<file path="src/rtl/scan_config_loader.sv">
`default_nettype none
// ============================================================================
//  Module      : scan_config_loader
//  Description : Streams configuration words LSB-first into the tile
//                connection scan chain. The bits leaving the chain tail
//                (the previous configuration) are packed back into readback
//                words.
//  Revision    : 1.0 - initial release
// ============================================================================
module scan_config_loader #(
   parameter int CHAIN_LEN  = 64,
   parameter int WORD_WIDTH = 8
) (
   input  logic                  scan_clk,
   input  logic                  reset,
   input  logic                  start,
   input  logic                  abort,
   input  logic [WORD_WIDTH-1:0] cfg_data,
   input  logic                  cfg_valid,
   output logic                  cfg_ready,
   output logic                  conn_scan_en,
   output logic                  conn_scan_in,
   input  logic                  conn_scan_out,
   output logic [WORD_WIDTH-1:0] rd_data,
   output logic                  rd_valid,
   output logic                  busy,
   output logic                  done
);

   localparam int NWORDS    = (CHAIN_LEN + WORD_WIDTH - 1) / WORD_WIDTH;
   localparam int LAST_BITS = CHAIN_LEN - (NWORDS - 1) * WORD_WIDTH;
   localparam int BW        = $clog2(WORD_WIDTH + 1);
   localparam int NWW       = $clog2(NWORDS + 1);
   localparam int CW        = $clog2(WORD_WIDTH);

   localparam logic [BW-1:0]  BITS_ZERO = '0;
   localparam logic [BW-1:0]  BITS_ONE  = BW'(1);
   localparam logic [BW-1:0]  BITS_FULL = BW'(WORD_WIDTH);
   localparam logic [BW-1:0]  BITS_LAST = BW'(LAST_BITS);
   localparam logic [NWW-1:0] WORDS_ALL = NWW'(NWORDS);
   localparam logic [NWW-1:0] WORDS_ONE = NWW'(1);
   localparam logic [CW-1:0]  CAP_TOP   = CW'(WORD_WIDTH - 1);
   localparam logic [CW-1:0]  CAP_ONE   = CW'(1);

   typedef enum logic [0:0] {
      IDLE  = 1'b0,
      SHIFT = 1'b1
   } state_t;

   state_t                state;
   state_t                state_next;
   logic [WORD_WIDTH-1:0] shreg;
   logic [WORD_WIDTH-1:0] pack;
   logic [WORD_WIDTH-1:0] pack_next;
   logic [BW-1:0]         bits_left;
   logic [NWW-1:0]        words_left;
   logic [CW-1:0]         cap_cnt;
   logic                  accept;
   logic                  last_shift;

   // Serial data always comes straight from the shift register LSB.
   assign conn_scan_in = shreg[0];

   // State register; async reset drops the FSM (and hence the enable) at once.
   always_ff @(posedge scan_clk or posedge reset) begin
      if (reset) begin
         state <= IDLE;
      end else begin
         state <= state_next;
      end
   end

   // Next-state decode plus the register-derived handshake and shift enable.
   always_comb begin
      state_next   = state;
      conn_scan_en = 1'b0;
      cfg_ready    = 1'b0;
      last_shift   = 1'b0;
      busy         = (state == SHIFT);
      if (state == SHIFT) begin
         conn_scan_en = (bits_left != BITS_ZERO);
         // bits_left==1 in SHIFT always means a shift is happening, so the
         // next word can be taken on the edge that empties the current one.
         cfg_ready    = (words_left != '0) &&
                        ((bits_left == BITS_ZERO) || (bits_left == BITS_ONE));
         last_shift   = (words_left == '0) && (bits_left == BITS_ONE);
      end
      accept = cfg_valid && cfg_ready;
      case (state)
         IDLE:    if (start) state_next = SHIFT;
         SHIFT:   if (last_shift) state_next = IDLE;
         default: state_next = IDLE;
      endcase
      if (abort) begin
         state_next = IDLE;
      end
   end

   // Readback packer: the incoming tail bit dropped into its slot.
   always_comb begin
      pack_next          = pack;
      pack_next[cap_cnt] = conn_scan_out;
   end

   // Word loading, serial shifting, tail capture and the done/readback pulses.
   always_ff @(posedge scan_clk or posedge reset) begin
      if (reset) begin
         shreg      <= '0;
         pack       <= '0;
         bits_left  <= '0;
         words_left <= '0;
         cap_cnt    <= '0;
         rd_data    <= '0;
         rd_valid   <= 1'b0;
         done       <= 1'b0;
      end else begin
         rd_valid <= 1'b0;
         done     <= 1'b0;
         if (abort) begin
            // Partial readback is dropped; the chain keeps whatever shifted.
            shreg      <= '0;
            pack       <= '0;
            bits_left  <= '0;
            words_left <= '0;
            cap_cnt    <= '0;
         end else if (state == IDLE) begin
            if (start) begin
               shreg      <= '0;
               pack       <= '0;
               bits_left  <= '0;
               words_left <= WORDS_ALL;
               cap_cnt    <= '0;
            end
         end else begin
            if (accept) begin
               shreg      <= cfg_data;
               bits_left  <= (words_left == WORDS_ONE) ? BITS_LAST : BITS_FULL;
               words_left <= words_left - WORDS_ONE;
            end else if (conn_scan_en) begin
               shreg     <= shreg >> 1;
               bits_left <= bits_left - BITS_ONE;
            end
            if (conn_scan_en) begin
               if (last_shift || (cap_cnt == CAP_TOP)) begin
                  rd_data  <= pack_next;
                  rd_valid <= 1'b1;
                  pack     <= '0;
                  cap_cnt  <= '0;
               end else begin
                  pack    <= pack_next;
                  cap_cnt <= cap_cnt + CAP_ONE;
               end
            end
            if (last_shift) begin
               // Discarded upper bits of the last word must not linger on scan_in.
               shreg <= '0;
               done  <= 1'b1;
            end
         end
      end
   end

endmodule
`default_nettype wire
</file>
<file path="config.mk">
export PLATFORM = sky130hd
export DESIGN_NAME = scan_config_loader
export DESIGN_NICKNAME = d
export VERILOG_FILES = /design/src/rtl/scan_config_loader.sv
export SDC_FILE = /design/constraint.sdc
export NUM_CORES = 1
export LEC_CHECK = 0
export BUFFER_PORTS_ARGS = -buffer_cell sky130_fd_sc_hd__buf_4
export CORE_MARGIN = 2
export CORE_UTILIZATION = 40
export DETAILED_ROUTE_END_ITERATION = 7
export PLACE_DENSITY = 0.69
export SLEW_MARGIN = 20
export SYNTH_ARGS = -nofsm -noshare
export SYNTH_HDL_FRONTEND = slang
export SYNTH_SLANG_ARGS = --single-unit
</file>
<file path="constraint.sdc">
create_clock -name scan_clk -period 2.8 [get_ports scan_clk]
set_input_delay 0.28 -clock scan_clk [delete_from_list [all_inputs] [get_ports scan_clk]]
set_output_delay 0.28 -clock scan_clk [all_outputs]
set_load 0.02 [all_outputs]
</file>
==> out/metrics.csv <==
stage,metric,value,unit
floorplan,die width,74.68,um
synthesis,top cell type's share of synthesized area,47.59,%
cells_and_area,final cell count without fillers,281,
synthesis,Synth async-reset ratio,100.0,%
critical_path,Top delay family on crit path,compound AO/OA/AOI/OAI gates,
clock_tree,CTS Hold Bufs,0,
power,leakage,1.045,nW
global_route,number of global-route vias before repair,1409,
placement,pre-CTS setup slack,0.5012,ns
sta,max frequency,428.6,MHz
placement,input/output buffers,27,
critical_path,worst path bufs/invs,1,
floorplan,core area,0.004786,mm2
placement,gp weighted congestion,0.8124,
cells_and_area,final core occ,48.76,%
floorplan,die height,74.68,um
sta,Final WS setup,0.4669,ns
synthesis,Ys Warns,0,
route,"wirelength, routed",3950,um
sta,Worst Skew,0.007758,ns
global_route,pin count of the biggest net entering global routing,39,
sta,TNS Setup,0,ns
outcome,status,completed,
critical_path,sequence of cells on the critical path,"inv_1, ha_1, nor4bb_1, o21bai_1, a211oi_2, o2bb2ai_1",
clock_tree,Longest Clk Path Bufs,2,
clock_tree,Max H-tree Level,2,
route,Post-DRT Antenna Nets,0,
synthesis,Yosys cell types,41,
sta,unrepaired setup endpoints after global routing,no,
floorplan,Initial Utilization,41.75,%
clock_tree,Post-CTS Setup Repair Bufs,0,
flow_run,Max Cap Viol,0,
route,DRC Markers,0,
critical_path,Worst R2R Path Depth,6,
critical_path,Worst EP required,3.01,ns
synthesis,syn avg cell area,10.74,um2
clock_tree,TritonCTS clock tree,yes,
clock_tree,post-cts sizing count,0,
synthesis,Synth Area in Adders,4.383,%
synthesis,largest area contributor in the netlist,dfrtp_1,
sta,Slew HR,50.86,%
synthesis,"flops & latches, synth",38,
critical_path,Worst path max stage delay,0.60,ns
synthesis,cells after synthesis,186,
sta,final hold vios,0,
synthesis,Syn Nets,207,
global_route,gr ovfl total,0,
global_route,first-pass GRT wire length,6603,um
clock_tree,Num CTS Buffers,5,
power,PwrDens,502.7,mW/mm2
floorplan,die area,0.005577,mm2
floorplan,Rows,25,
critical_path,CP endpoint kind,register,
global_route,antenna violations before repair,0,
critical_path,critical-path maximum fanout,9,
cells_and_area,Area Overhead vs Synth,16.78,%
sta,fin crit share,83.33,%
route,via count,1471,
synthesis,Post-synth EDFFs,0,
synthesis,ys flop type,dfrtp_1,
global_route,GRT Overall Usage,15.67,%
route,drt initial violations,77,
critical_path,CP Launch Type,register,
sta,final-report max-slew violation count,0,
power,VDD IR max,0.0003107,V
placement,DP HPWL,2711,um
synthesis,Synth Cell Area,0.001998,mm2
critical_path,Crit Path Class,register to register,
sta,Tightest Pin Transition,0.7355,ns
placement,cell count after placement,274,
route,vias per inst,5.235,
critical_path,WP depth,6,
clock_tree,clock-pin slew on the worst setup and hold paths,0.08,ns
synthesis,Area contributors post-synth,"dfrtp_1, mux2i_1, mux2_2",
floorplan,Ports,28,
synthesis,mux share of post-synthesis cell area,9.768,%
hold_path,Hold Path Class,input pin to async pin,
sta,count of final setup violators,0,
route,drt wl/cell,14.06,um
critical_path,slowest CP cell,a211oi_2,
critical_path,CP arrival,2.54,ns
cells_and_area,layout cell share with drive strength beyond 1,23.83,%
cells_and_area,Diodes inserted,0,
synthesis,Synth Area in Compound Gates,15.09,%
route,drt pass-1 iters,4,
sta,crit path time final,2.333,ns
synthesis,main combinational cell family by area after synthesis,simple AND/OR/NAND/NOR gates,
clock_tree,clock root cell,clkbuf_8,
power,Tot Pwr,1.173,mW
clock_tree,CTS sink cnt,38,
clock_tree,worst skew pair latency,0.29,ns
synthesis,post-synthesis simple-gate area fraction,17.60,%
synthesis,xor/xnor share of the synthesized area,0.4383,%
cells_and_area,NumNets Final,235,
synthesis,post-synthesis sequential area ratio,47.59,%
routing by layer:
metal,GRT usage (%),vias to the layer above,routed length (um)
li1,-,736,-
met1,22.17,697,1890
met2,23.40,33,1835
met3,3.614,5,160
met4,6.349,0,64
met5,0,-,0
cell usage in the layout (no fill, tap or decap), drive strengths merged, types with 8 or more instances in the layout:
| master | instances |
|---|---|
| inv | 11 |
| mux2 | 9 |
| a31oi | 8 |
| o21ai | 8 |
| mux2i | 9 |
| buf | 31 |
| nand2 | 10 |
| nor2 | 12 |
| nor4b | 8 |
| dfrtp | 38 |
report_power, final:
| group | switching, mW | internal [mW] | total [mW] |
|---|---|---|---|
| sequential | 0.0230 | 0.571 | 0.594 |
| clock | 0.191 | 0.171 | 0.362 |
| combinational | 0.128 | 0.0897 | 0.218 |
metrics by stage:
stage / area, um2 / hold slack, ns
2_1_floorplan: 1998 / 0.4415
3_3_place_gp: 2253 / 0.4331
3_5_place_dp: 2253 / 0.4360
4_1_cts: 2333 / 0.1182
5_1_grt: 2333 / 0.1392
6_report: 2333 / 0.09364
path summary, 6_finish.rpt:
| kind | startpoint | to | slack, ns |
|---|---|---|---|
| setup / recovery | bits_left[0] | shreg[6] | 0.47 |
| hold / removal | reset | shreg[7] | 0.09 |
| setup reg to reg | bits_left[0] | shreg[6] | 0.47 |
| hold reg to reg | pack[5] | pack[5] | 0.49 |
| max in group asynchronous | reset | busy | 2.37 |
| min in group scan_clk | abort | words_left[1] | 0.22 |
layout make-up:
cell class	count	area, um2
Fill cell	437	2452
Sequential cell	38	950.9
Multi-Input combinational cell	127	944.7
Timing Repair Buffer	31	232.7
Tap cell	67	83.83
Clock buffer	6	72.57
Inverter	11	41.29
Clock inverter	1	7.507
cells by family after synthesis:
group,count (synthesis)
AOI/OAI and AO/OA,42
and+or+nand+nor,59
xor gates and xnor gates,1
adders and majority gates,7
buffers and inverters,21
DFF,38
muxes,18
registers in the layout, indices dropped and copies added, names as in the netlist:
| signal | flops |
|---|---|
| pack | 8 |
| rd_data | 8 |
| busy | 1 |
| shreg | 8 |
| done | 1 |
| words_left | 4 |
| bits_left | 4 |
| rd_valid | 1 |
| cap_cnt | 3 |
synth_stat cells (2+ instances only):
cell and n:
o2bb2ai_1 7, o21ai_0 7, inv_1 11, nor3b_1 4
nand3_1 2, nor2b_1 2, a21oi_1 4, a211oi_1 2
mux2_2 8, nor3_1 5, a22o_1 6, nand2_1 10
a31oi_1 8, nor4b_1 8, ha_1 7, buf_6 3
mux2i_1 9, clkbuf_1 6, nor2_1 11, nand3b_1 4
nor4_1 4, nand2b_1 2, dfrtp_1 38
worst min-delay path, delay by kind of cell:
family	cells	cell delay [ns]
buffers and inverters	3	0.54
(Power assumes the default switching activity.)
